**src/rtl/multicycle_control_fsm.sv**
```systemverilog
// Control unit for the RV32 multicycle core: Moore main FSM, ALU and immediate decoders,
// plus a retired-instruction counter for bring-up.
module multicycle_control_fsm #(
  parameter int CNT_W = 32
) (
  input  logic             clk,
  input  logic             reset,
  input  logic [6:0]       op,
  input  logic [2:0]       funct3,
  input  logic             funct7b5,
  input  logic             Zero,
  output logic             PCWrite,
  output logic             AdrSrc,
  output logic             MemWrite,
  output logic             IRWrite,
  output logic             RegWrite,
  output logic [1:0]       ResultSrc,
  output logic [1:0]       ALUSrcA,
  output logic [1:0]       ALUSrcB,
  output logic [2:0]       ImmSrc,
  output logic [2:0]       ALUControl,
  output logic             illegal_op,
  output logic [3:0]       state,
  output logic [CNT_W-1:0] instr_retired
);

  typedef enum logic [3:0] {
    S_FETCH    = 4'd0,
    S_DECODE   = 4'd1,
    S_MEMADR   = 4'd2,
    S_MEMREAD  = 4'd3,
    S_MEMWB    = 4'd4,
    S_MEMWRITE = 4'd5,
    S_EXECUTER = 4'd6,
    S_ALUWB    = 4'd7,
    S_EXECUTEI = 4'd8,
    S_JAL      = 4'd9,
    S_BEQ      = 4'd10
  } state_t;

  typedef enum logic [1:0] {
    ALUOP_ADD,
    ALUOP_SUB,
    ALUOP_FUNCT
  } alu_op_t;

  localparam logic [6:0] OP_LW  = 7'b0000011;
  localparam logic [6:0] OP_SW  = 7'b0100011;
  localparam logic [6:0] OP_R   = 7'b0110011;
  localparam logic [6:0] OP_I   = 7'b0010011;
  localparam logic [6:0] OP_BEQ = 7'b1100011;
  localparam logic [6:0] OP_JAL = 7'b1101111;

  state_t  cur;
  alu_op_t alu_op;
  logic    ir_write, reg_write, mem_write, pc_update, branch;

  // NOTE: sequential state uses non-blocking (<=) so every register samples pre-edge values.
  always_ff @(posedge clk or posedge reset) begin
    if (reset) begin
      cur           <= S_FETCH;
      instr_retired <= '0;
    end else begin
      case (cur)
        S_FETCH:  cur <= S_DECODE;
        S_DECODE: begin
          case (op)
            OP_LW, OP_SW: cur <= S_MEMADR;
            OP_R:         cur <= S_EXECUTER;
            OP_I:         cur <= S_EXECUTEI;
            OP_JAL:       cur <= S_JAL;
            OP_BEQ:       cur <= S_BEQ;
            default:      cur <= S_FETCH;
          endcase
        end
        S_MEMADR:                      cur <= (op == OP_LW) ? S_MEMREAD : S_MEMWRITE;
        S_MEMREAD:                     cur <= S_MEMWB;
        S_EXECUTER, S_EXECUTEI, S_JAL: cur <= S_ALUWB;
        default:                       cur <= S_FETCH;
      endcase
      // Only the terminal states of a legal instruction count as a retirement.
      if (cur inside {S_MEMWB, S_MEMWRITE, S_ALUWB, S_BEQ})
        instr_retired <= instr_retired + CNT_W'(1);
    end
  end

  // NOTE: every always_comb output gets a default first, so no path can infer a latch.
  always_comb begin
    AdrSrc    = 1'b0;
    ir_write  = 1'b0;
    reg_write = 1'b0;
    mem_write = 1'b0;
    pc_update = 1'b0;
    branch    = 1'b0;
    ResultSrc = 2'b00;
    ALUSrcA   = 2'b00;
    ALUSrcB   = 2'b00;
    alu_op    = ALUOP_ADD;
    case (cur)
      S_FETCH:    begin ir_write = 1'b1; ALUSrcB = 2'b10; ResultSrc = 2'b10; pc_update = 1'b1; end
      S_DECODE:   begin ALUSrcA = 2'b01; ALUSrcB = 2'b01; end
      S_MEMADR:   begin ALUSrcA = 2'b10; ALUSrcB = 2'b01; end
      S_MEMREAD:  AdrSrc = 1'b1;
      S_MEMWRITE: begin AdrSrc = 1'b1; mem_write = 1'b1; end
      S_MEMWB:    begin ResultSrc = 2'b01; reg_write = 1'b1; end
      S_EXECUTER: begin ALUSrcA = 2'b10; alu_op = ALUOP_FUNCT; end
      S_EXECUTEI: begin ALUSrcA = 2'b10; ALUSrcB = 2'b01; alu_op = ALUOP_FUNCT; end
      S_ALUWB:    reg_write = 1'b1;
      S_JAL:      begin ALUSrcA = 2'b01; ALUSrcB = 2'b10; pc_update = 1'b1; end
      S_BEQ:      begin ALUSrcA = 2'b10; alu_op = ALUOP_SUB; branch = 1'b1; end
      default:    ;
    endcase
  end

  always_comb begin
    ALUControl = 3'b000;
    case (alu_op)
      ALUOP_SUB:   ALUControl = 3'b001;
      ALUOP_FUNCT: begin
        case (funct3)
          3'b000:  ALUControl = (op[5] && funct7b5) ? 3'b001 : 3'b000;
          3'b010:  ALUControl = 3'b101;
          3'b110:  ALUControl = 3'b011;
          3'b111:  ALUControl = 3'b010;
          default: ALUControl = 3'b000;
        endcase
      end
      default:     ALUControl = 3'b000;
    endcase
  end

  always_comb begin
    case (op)
      OP_SW:   ImmSrc = 3'b001;
      OP_BEQ:  ImmSrc = 3'b010;
      OP_JAL:  ImmSrc = 3'b011;
      default: ImmSrc = 3'b000;
    endcase
  end

  // Write strobes are gated by reset directly so they drop the moment reset rises.
  assign PCWrite    = !reset && (pc_update || (branch && Zero));
  assign MemWrite   = !reset && mem_write;
  assign IRWrite    = !reset && ir_write;
  assign RegWrite   = !reset && reg_write;
  assign illegal_op = (cur == S_DECODE) &&
                      !(op inside {OP_LW, OP_SW, OP_R, OP_I, OP_JAL, OP_BEQ});
  assign state      = cur;

endmodule
```
**config.mk**
```make
export PLATFORM = sky130hd
export DESIGN_NAME = multicycle_control_fsm
export DESIGN_NICKNAME = d
export VERILOG_FILES = /design/src/rtl/multicycle_control_fsm.sv
export SDC_FILE = /design/constraint.sdc
export NUM_CORES = 1
export LEC_CHECK = 0
export CAP_MARGIN = 20
export CORE_MARGIN = 8
export CORE_UTILIZATION = 49
export DETAILED_ROUTE_END_ITERATION = 12
export HOLD_SLACK_MARGIN = 0.03
export PLACE_DENSITY = 0.86
export SYNTH_ARGS = -nofsm -noshare
export SYNTH_HDL_FRONTEND = slang
export SYNTH_SLANG_ARGS = --single-unit
```
**constraint.sdc**
```tcl
create_clock -name clk -period 5.3 [get_ports clk]
set_input_delay 1.06 -clock clk [delete_from_list [all_inputs] [get_ports clk]]
set_output_delay 1.06 -clock clk [all_outputs]
set_load 0.02 [all_outputs]
```
== Word-level counts from Yosys, hierarchy flattened ==
Index checks and enable logic that the tools add are counted.

* Reduce and logical (&&, ||, !) cells: 23
* Shifts and indexed selects: 0
* $lt $le $gt $ge: 0
* Eq/ne operators: 21
* $add $sub $neg: 1
* Mux-type cells: 17
* Bitwise operators: 0
* Div/mod/pow operators: 0
* $mul: 0

{| class="wikitable"
|+ Operator list
! operator !! count
|-
| one-hot mux 4 bit (5 select lines) || 2
|-
| adder 32 x 1 -> 32 bit (second input constant) || 1
|-
| == test 4 x 3 -> 1 bit (second input constant) || 4
|-
| one-hot mux 2 bit (2 select lines) || 4
|-
| == test 7 x 6 -> 1 bit (second input constant) || 2
|-
| == test 7 bit (second input constant) || 2
|-
| == test 4 bit (second input constant) || 3
|-
| one-hot mux 3 bit (4 select lines) || 1
|-
| OR reduction 2 bit || 6
|-
| == test 4 x 2 -> 1 bit (second input constant) || 2
|-
| == test 7 x 2 -> 1 bit (second input constant) || 1
|-
| == test 7 x 5 -> 1 bit (second input constant) || 1
|-
| logical AND 1 bit || 7
|-
| 2-to-1 mux 1 bit || 7
|-
| == test 3 bit (second input constant) || 2
|-
| one-hot mux 2 bit (3 select lines) || 1
|-
| one-hot mux 3 bit (2 select lines) || 1
|-
| nonzero test 6 bit || 1
|-
| OR reduction 3 bit || 2
|-
| == test 4 x 1 -> 1 bit (second input constant) || 1
|-
| logical NOT 4 bit || 1
|-
| nonzero test 4 bit || 1
|-
| OR reduction 4 bit || 1
|-
| == test 3 x 2 -> 1 bit (second input constant) || 1
|-
| 6 further kinds || 7
|}

* Latch bits: 0
* Input bits: 14
* Output and inout port bits: 54
* Memories: 0
* Bits in writable memories: 0
* Bits in registers: 36
* Logic and storage cells: 64
* ROM bits: 0

== Depth between registers and ports, before layout ==
Gate-level depths: netlist of the first run.

* Word-level depth: 5
* Gate-level depth with buffers: 10
* Depth with buffers taken out: 9

== Least setup slack after synthesis of the first run ==
Ideal clock, no wire load.

* Kind: input to output
* Start point: input port op[3]
* End point: output port ImmSrc[0]
* Arrival time: 2.313 ns
* Slack: 1.927 ns
* Stages: 3
* Buffers on the path: 0
* Required time: 4.240 ns
* Cell sequence: or2_2 or3_1 o32ai_1

* Longest elaborated chain between the ends: 2
* Elaborated cells on any way between the ends: 4
* Those cells by class: eq/ne: 3; mux: 1

{| class="wikitable"
|+ RTL lines
! item !! line !! source
|-
| from (decl) || 8 || <nowiki>input logic [6:0] op,</nowiki>
|-
| == test 7 bit or == test 7 x 6 -> 1 bit (tied branches) || 133 || <nowiki>case (op)</nowiki>
|-
| one-hot mux 2 bit (3 select lines) (*) || 133 ||
|-
| to (decl) || 20 || <nowiki>output logic [2:0] ImmSrc,</nowiki>
|}

Mark *: on every way between the ends. The rest lies on a longest branch, timed or not.

== Worst setup path in the final report of the first run ==
* Start point: input port op[5]
* End point: output port ImmSrc[1]

The elaborated chain is that of the path after synthesis.

==> impl_metrics.yaml, run 1 <==
outcome:
  status: "completed"
final_layout:
  stdcell_area_um2: 2756
  final_util_pct: 70.43
  drive_gt1_share_pct: 7.692
  fin_nets: 290
  syn_to_final_growth_pct: 40.86
  instances_no_fill: 323
  antenna_cells: 0
critical_path:
  crit_chain: "clkdlybuf4s50_1 -> inv_1 -> or4_1 -> a21oi_1 -> clkdlybuf4s50_1"
  worst-path-max-fanout: 6
  critical-path-top-delay-family: "buffers and inverters"
  crit_path_frequent_cell: "clkdlybuf4s50_1"
  critPathLaunchType: "primary input"
  path_class: "in2out"
  cpPeakStageDelay_ps: 650
  crit_path_end_kind: "output pin"
  arrival_ps: 3180
  path_buf_inv: 3
  critPathSlowestCell: "clkdlybuf4s50_1"
  cp.required_ps: 4240
sta:
  worst_slew_pin_slew_ps: 724.3
  fin_crit_ps: 4244
  setup_viol_count_final: 0
  fin_setup_tns_ps: 0
  slew_violations: 0
  fmax_ghz: 0.2356
  slew_headroom_pct: 51.31
  skew_ps: 5.133
  period_share_pct: 80.08
  hold_violations: 0
  grt_setup_unrepaired: "no"
min_path:
  hold_path.class: "reg2reg"
floorplanning:
  die_area_um2: 6272
  die_h_um: 79.20
  row_count: 23
  initial_core_util_pct: 50.00
  die_w_um: 79.20
  ios: 68
  core_um2: 3914
routing:
  post-route-drc-count: 0
  via_count: 1665
  ant_nets: 0
  via_per_inst: 5.155
  wl_per_cell_um: 14.23
  wirelength_um: 4595
  dr.pass1.iters: 4
  drt_iter0_markers: 71
place:
  gp_congestion: 0.8550
  place_hpwl_um: 3544
  dp.cells: 316
  placed_area_um2: 2660
  port_buffers: 66
grt:
  antenna_found_initial: 0
  grtUsageTotal_pct: 15.30
  grt_overflow: 0
  grt_pass1_wl_um: 7872
  grt_max_degree: 38
  grt_pass1_vias: 1678
clock_network:
  cts_tree: "yes"
  clkSlewWorstSetupHoldPaths_ps: 70
  clockRootBuffer: "clkbuf_8"
  clk_latency_ps: 280
  htreeDepth: 2
  cts_made_buffers: 5
  cts_buffer_depth: 2
  post-cts-setup-buffers: 0
  cts_resized: 0
  cts.sinks: 36
  postCtsHoldBufs: 0
power_and_ir_drop:
  ir_drop_v: 0.0003128
  p_sw_share_pct: 31.04
  power.switching_uw: 234.4
  seqPwrFrac_pct: 42.3
  clkPwrFrac_pct: 26.8
  power_frac_comb_pct: 30.9
  internal-power_uw: 520.8
  p_leak_uw: 0.001105
  power.density_nw_per_um2: 274.0
synth:
  yosys_warnings: 0
  synth_cell_types: 46
  synthAdderAreaFrac_pct: 1.918
  synthSimpleGateAreaFrac_pct: 26.60
  synth_top_family_by_area: "simple AND/OR/NAND/NOR gates"
  synth_xor_area_share_pct: 14.32
  syn-num-nets: 222
  muxShareOfSynthArea_pct: 1.087
  ys_seq_elements: 36
  synth_compound_area_share_pct: 6.138
  synth_area_per_cell_um2: 9.546
  ys_seq_area_share_pct: 46.04
  syn_inst: 205
  syn_area_um2: 1957
flow_run:
  drv_cap: 0
## registers in the layout (all words and copies together) (netlist names)
register	flops
state	4
instr_retired	32
## cells in the mapped netlist (all sizes together)
cell    number  area, µm²
nor2        20      77.58
o31ai        1      7.510
mux2         1      11.26
buf          3      16.26
a21oi        7      38.79
nand3        9      50.05
o32ai        1      8.760
mux2i        1      10.01
clkbuf       3      11.26
nor3         9      55.05
a22oi        1      7.510
nor4b        3      26.28
and2         1      6.260
xnor2       24      210.2
inv         12      45.04
nand2       21      78.83
or2          3      18.77
nor4         3      25.02
o21ai        4      20.02
or4          2      15.01
nand4        7      43.79
xor2         8      70.07
a21boi       1      7.510
a211oi       2      15.01
nand2b       5      38.78
a31oi        1      6.260
o311ai       1      8.760
dfrtp       36      900.9
and4b        1      10.01
and4         2      17.52
or3          3      18.77
nor3b        2      20.02
nor2b        2      12.51
ha           3      37.54
and3         1      6.260
conb         1      3.750
## cells in the final DEF (no fill, tap or decap), drive strengths merged, types with 5 or more instances in the layout
cell type | netlist | final
clkdlybuf4s50 | 0 | 66
dfrtp | 36 | 36
xnor2 | 24 | 24
nand2 | 21 | 21
nor2 | 20 | 20
inv | 12 | 12
nand3 | 9 | 9
nor3 | 9 | 9
xor2 | 8 | 8
nand4 | 7 | 7
clkbuf | 3 | 7
a21oi | 7 | 7
nand2b | 5 | 5
## through the flow
stage          hold slack [ps]  setup WS, ps  total power [µW]
3_3_place_gp             462.4          1122             558.0
5_1_grt                  493.1         928.6             796.4
2_1_floorplan            582.4          1927             446.2
4_1_cts                  476.2          1047             762.8
3_5_place_dp             462.7          1063             560.4
6_report                 476.5          1056             755.2
## cell type report
type                            instances  area [µm²]
Clock buffer                            7       96.34
Sequential cell                        36       900.9
Multi-Input combinational cell        151       983.4
Timing Repair Buffer                   67       668.1
Tap cell                               50       62.56
Fill cell                             305        1157
Inverter                               12       45.04
## metal layers
metal / vias to the layer above / global-route usage (%) / routed length (µm)
met5: - / 0 / 0
met4: 0 / 5.000 / 65
met3: 8 / 3.950 / 280
met2: 39 / 27.12 / 2291
met1: 783 / 17.40 / 1958
li1: 835 / - / -
## logic make-up after synthesis
logic type | Yosys count
flops | 36
mux | 2
other cells | 1
xor+xnor | 32
simple gates | 94
compound gates | 19
fa+ha+maj | 3
buf+inv | 18
## power by group through the flow
stage	Sequential (µW)	Clock (µW)	Combinational, µW
after CTS	320	205	237
final	320	203	233
after global routing	323	221	253
after floorplan	329	0	117
after global placement	325	0	233
after detailed placement	325	0	236
## final timing paths
| kind | to | slack (ps) | start | cells past startpoint |
|---|---|---|---|---|
| min | instr_retired[31]$_DFFE_PP0P_ | 480 | instr_retired[31]$_DFFE_PP0P_ | 1 |
| max reg2reg | instr_retired[30]$_DFFE_PP0P_ | 2900 | state[0]$_DFF_PP0_ | 8 |
| max in group asynchronous | instr_retired[6]$_DFFE_PP0P_ | 3700 | reset | 3 |
| min in group asynchronous | state[1]$_DFF_PP0_ | 1280 | reset | 3 |
| min reg2reg | instr_retired[31]$_DFFE_PP0P_ | 480 | instr_retired[31]$_DFFE_PP0P_ | 1 |
| max | ImmSrc[1] | 1060 | op[5] | 5 |
No activity file was read; power rests on OpenSTA's default activity.
==> inputs of run 2 (changes only) <==
--- a/config.mk
+++ b/config.mk
@@ -7,10 +7,10 @@
 export LEC_CHECK = 0
 export CAP_MARGIN = 20
 export CORE_MARGIN = 8
-export CORE_UTILIZATION = 49
+export CORE_UTILIZATION = 41
 export DETAILED_ROUTE_END_ITERATION = 12
 export HOLD_SLACK_MARGIN = 0.03
-export PLACE_DENSITY = 0.86
+export PLACE_DENSITY = 0.77
 export SYNTH_ARGS = -nofsm -noshare
 export SYNTH_HDL_FRONTEND = slang
 export SYNTH_SLANG_ARGS = --single-unit
==> constraint.sdc (replaced) <==
create_clock -name clk -period 3.68 [get_ports clk]
set_input_delay 0.736 -clock clk [delete_from_list [all_inputs] [get_ports clk]]
set_output_delay 0.736 -clock clk [all_outputs]
set_load 0.02 [all_outputs]
==> run 2 against run 1 <==
Sequential cell count did not move. Sequential share of layout area is 0.34 points lower. Total power is 44% higher. Die area is 15% higher.
==> impl_metrics.yaml, run 2 (synthesis gave the netlist of run 1 again) <==
critical_path:
  critPathLaunchType: "primary input"
  path_class: "in2out"
  crit_path_end_kind: "output pin"
  cp.required_ps: 2940
  crit_chain: "clkdlybuf4s50_1 -> or2_2 -> or3_1 -> o32ai_1 -> clkdlybuf4s50_1"
  crit_path_frequent_cell: "clkdlybuf4s50_1"
  arrival_ps: 2770
  cpPeakStageDelay_ps: 660
  critPathSlowestCell: "clkdlybuf4s50_1"
  worst-path-max-fanout: 5
routing:
  drt_iter0_markers: 60
  wirelength_um: 4690
  via_count: 1713
  post-route-drc-count: 0
  ant_nets: 0
  wl_per_cell_um: 14.13
  dr.pass1.iters: 7
  via_per_inst: 5.160
sta:
  slew_violations: 0
  fin_crit_ps: 3508
  setup_viol_count_final: 0
  final.setup.worst_slack_ps: 172.3
  skew_ps: 5.473
  worst_slew_pin_slew_ps: 764.9
  grt_setup_unrepaired: "no"
  fmax_ghz: 0.2851
  period_share_pct: 95.32
  slew_headroom_pct: 48.58
  hold_violations: 0
  fin_setup_tns_ps: 0
final_layout:
  antenna_cells: 0
  drive_gt1_share_pct: 8.633
  final_common_cell: "clkdlybuf4s50_1"
  multiInputGateArea_um2: 983.4
  regMostFlops: "instr_retired"
  fillers: 405
  syn_to_final_growth_pct: 42.33
  fin_nets: 294
  largest_reg_flops: 32
  seq_area_um2: 900.9
  layout_common_cells: "66 x clkdlybuf4s50_1, 36 x dfrtp_1, 24 x xnor2_1"
floorplanning:
  ios: 68
  row_count: 25
  die_w_um: 85.09
  die_area_um2: 7239
  initial_core_util_pct: 41.99
  die_h_um: 85.09
  core_um2: 4661
grt:
  grt_overflow: 0
  grt_max_degree: 29
  grt_pass1_wl_um: 7845
  antenna_found_initial: 0
  grtUsageTotal_pct: 13.31
  grt_pass1_vias: 1665
flow_run:
  drv_cap: 0
outcome:
  status: "completed"
place:
  port_buffers: 66
  place_hpwl_um: 3722
  place_ws_ps: 178.5
  gp_congestion: 0.7420
power_and_ir_drop:
  power.switching_uw: 344.7
  ir_drop_v: 0.0002971
  p_leak_uw: 0.001121
  internal-power_uw: 745.7
  seqPwrFrac_pct: 40.4
  p_sw_share_pct: 31.61
  power.total_uw: 1090
  power_frac_comb_pct: 34.0
  clkPwrFrac_pct: 25.6
  power.density_nw_per_um2: 391.5
clock_network:
  postCtsHoldBufs: 0
  clk_latency_ps: 280
  cts_resized: 0
  cts_buffer_depth: 2
  clkSlewWorstSetupHoldPaths_ps: 70
  post-cts-setup-buffers: 0
  cts.sinks: 36
  clockRootBuffer: "clkbuf_8"
  cts_tree: "yes"
  htreeDepth: 2
  cts_made_buffers: 5
min_path:
  hold_path.class: "reg2reg"
run 2: cell count changes in the layout (fill, tap and decap cells not counted), sizes merged:
cell	before	now
clkbuf	7	8
buf	1	5
run 2: final timing paths:
kind	startpoint	to	slack, ps	cells after the start
max in group asynchronous	reset	state[2]$_DFF_PP0_	2170	3
hold / removal	instr_retired[31]$_DFFE_PP0P_	instr_retired[31]$_DFFE_PP0P_	480	1
hold reg to reg	instr_retired[31]$_DFFE_PP0P_	instr_retired[31]$_DFFE_PP0P_	480	1
setup reg to reg	state[1]$_DFF_PP0_	instr_retired[30]$_DFFE_PP0P_	1320	8
min in group asynchronous	reset	instr_retired[2]$_DFFE_PP0P_	810	2
setup / recovery	op[3]	ImmSrc[0]	170	5
run 2: area by class of cell:
cell class / instances / area share (%)
clock buffer: 8 / 3.235
inverter: 12 / 1.617
multi-input combinational: 151 / 35.31
sequential: 36 / 32.35
tap: 54 / 2.426
timing repair buffer: 71 / 25.07
run 2: per-stage QoR:
stage	instances	hold WS [ps]	area, µm²	util [%]
2_1_floorplan	205	582.4	1957	-
3_3_place_gp	324	461.7	2695	57.83
3_5_place_dp	324	471.8	2695	57.83
4_1_cts	332	482.9	2785	59.76
5_1_grt	332	498.6	2785	59.76
6_report	332	477.5	2785	59.76
run 2: critical path, delay by kind of cell:
family | cells | cell delay [ps]
buffers and inverters | 2 | 1070
AND/OR/NAND/NOR | 2 | 690
AO/OA/AOI/OAI | 1 | 270
run 2: layer usage:
| layer | vias up | GRT usage (%) | share of wire (%) |
|---|---|---|---|
| li1 | 847 | - | - |
| met1 | 826 | 15.23 | 42 |
| met2 | 38 | 22.80 | 51 |
| met3 | 2 | 4.923 | 6.5 |
| met4 | 0 | 3.236 | 0.28 |
| met5 | - | 0 | 0 |
run 2: power by group through the flow:
stage | registers [µW] | logic (µW) | clock network [µW]
final | 440 | 371 | 279
after global routing | 444 | 396 | 307
after CTS | 440 | 377 | 286
after detailed placement | 447 | 374 | 0
after global placement | 448 | 373 | 0
after floorplan | 474 | 169 | 0
==> inputs of run 3 (changes only) <==
--- a/config.mk
+++ b/config.mk
@@ -6,7 +6,7 @@
 export NUM_CORES = 1
 export LEC_CHECK = 0
 export CAP_MARGIN = 20
-export CORE_MARGIN = 8
+export CORE_MARGIN = 5
 export CORE_UTILIZATION = 41
 export DETAILED_ROUTE_END_ITERATION = 12
 export HOLD_SLACK_MARGIN = 0.03
==> run 3 against run 2 <==
Final area grew 2.2%. Via count is 2.5% lower. Non-clock buffer count decreased by 1. Critical path depth is the same. Count of clock-buffer cells in the layout fell by 3. Total power increased by 18%. Global-route usage increased by 2.7 points. Clock skew up 3.3 ps. Routed wire length decreased by 1.9%. Combinational power shrank 7.0%. Largest power group is now clock.
==> impl_metrics.yaml, run 3 (synthesis gave the netlist of run 1 again) <==
critical_path:
  crit_chain: "clkdlybuf4s50_1 -> inv_1 -> or4_1 -> a21oi_1 -> clkdlybuf4s50_1"
  reg2reg_to: "instr_retired[30]$_DFFE_PP0P_"
  cpPeakStageDelay_ps: 700
  crit_path_end_kind: "output pin"
  rr_worst_depth: 8
  crit_path_frequent_cell: "clkdlybuf4s50_1"
  path_buf_inv: 3
  reg2reg_slack_ps: 1250
  critPathLaunchType: "primary input"
  worst_r2r_startpoint: "state[0]$_DFF_PP0_"
  arrival_ps: 2810
  critPathSlowestCell: "clkdlybuf4s50_1"
  path_class: "in2out"
  critical-path-top-delay-family: "buffers and inverters"
  worst-path-max-fanout: 3
  cp.required_ps: 2940
routing:
  wl_per_cell_um: 13.91
  via_per_inst: 5.045
  drt_iter0_markers: 38
  ant_nets: 0
  via_count: 1670
  post-route-drc-count: 0
  dr.pass1.iters: 5
  wirelength_um: 4603
clock_network:
  htreeDepth: 2
  cts.sinks: 36
  clkSlewWorstSetupHoldPaths_ps: 80
  cts_resized: 0
  clockRootBuffer: "clkbuf_8"
  post-cts-setup-buffers: 0
  cts_buffer_depth: 2
  cts_tree: "yes"
  clk_latency_ps: 290
  postCtsHoldBufs: 0
  cts_made_buffers: 5
floorplanning:
  core_um2: 4692
  die_area_um2: 6254
  die_w_um: 79.09
  ios: 68
  row_count: 25
  die_h_um: 79.09
  initial_core_util_pct: 41.71
grt:
  grt_pass1_vias: 1658
  grt_pass1_wl_um: 7769
  grtUsageTotal_pct: 15.96
  grt_max_degree: 27
  grt_overflow: 0
  antenna_found_initial: 0
final_layout:
  instances_no_fill: 331
  final_common_cell: "clkdlybuf4s50_1"
  antenna_cells: 0
  layout_common_cells: "66 x clkdlybuf4s50_1, 36 x dfrtp_1, 24 x xnor2_1"
  largest_reg_flops: 32
  fin_nets: 293
  regMostFlops: "instr_retired"
  drive_gt1_share_pct: 9.025
  syn_to_final_growth_pct: 45.46
  stdcell_area_um2: 2846
sta:
  grt_setup_unrepaired: "no"
  fin_setup_tns_ps: 0
  fmax_ghz: 0.2824
  worst_slew_pin_slew_ps: 740.9
  fin_crit_ps: 3541
  slew_headroom_pct: 50.19
  skew_ps: 8.752
  period_share_pct: 96.22
  setup_viol_count_final: 0
  final.setup.worst_slack_ps: 139.0
  slew_violations: 0
  hold_violations: 0
  hold_ws_ps: 482.5
power_and_ir_drop:
  power.density_nw_per_um2: 451.7
  ir_drop_v: 0.0003300
  p_leak_uw: 0.001148
place:
  dp.cells: 323
  place_hpwl_um: 3525
  gp_congestion: 0.8295
  placed_area_um2: 2688
  port_buffers: 66
  place_ws_ps: 175.5
flow_run:
  drv_cap: 0
min_path:
  hold_path.class: "reg2reg"
  hold_end: "instr_retired[31]$_DFFE_PP0P_"
  min_path_cells: 1
  hp-start: "instr_retired[31]$_DFFE_PP0P_"
outcome:
  status: "completed"
[run 3: cell count changes in the layout (fill, tap and decap cells not counted)]
cell | before | now
buf_4 | 5 | 4
bufinv_16 | 0 | 3
clkbuf_1 | 2 | 0
clkbuf_8 | 6 | 5
[run 3: worst register-to-register path: stages, from the launching register on]
cell and delay (ps):
dfrtp_1 540, nand2b_4 240, nor2_2 120, nand2_1 100, inv_2 110, a21oi_2 100
or4_1 760, nor3b_2 240, xor2_1 160
[run 3: how the worst max path moves through the flow]
stage / from / to / slack [ps] / cells past startpoint
floorplan: state[1]$_DFF_PP0_ / ALUControl[2] / 670 / 7
global placement: op[3] / ImmSrc[0] / 230 / 5
detailed placement: op[5] / ImmSrc[1] / 180 / 5
CTS: op[5] / ImmSrc[1] / 160 / 5
global route: state[1]$_DFF_PP0_ / ALUControl[2] / 70 / 7
finish: op[5] / ImmSrc[1] / 140 / 5
[run 3: cell type report]
| cell class | count | area [µm²] |
|---|---|---|
| tap | 54 | 67.56 |
| sequential | 36 | 900.9 |
| clock inverter | 3 | 90.09 |
| inverter | 12 | 45.04 |
| timing repair buffer | 70 | 690.7 |
| multi-input combinational | 151 | 983.4 |
| fill | 395 | 1846 |
| clock buffer | 5 | 68.82 |
[run 3: per-layer routing]
layer,global-route usage (%),wire (µm),vias to the layer above
met5,0,0,-
met4,6.357,91,0
met3,4.989,227,11
met2,24.07,2142,49
met1,21.30,2143,773
li1,-,-,837
[run 3: power breakdown]
part / internal, µW / leakage [µW] / total (µW) / switching [µW]
sequential: 417 / 0.000497 / 459 / 42.2
clock: 339 / 0.0000784 / 482 / 143
combinational: 169 / 0.000573 / 345 / 175
[run 3: per-stage QoR]
stage                     power, µW  utilization [%]
after detailed placement      811.3            57.28
final                          1286            60.67
after global placement        809.0            57.28
after CTS                      1298            60.67
after global routing           1350            60.67
after floorplan               642.6                -
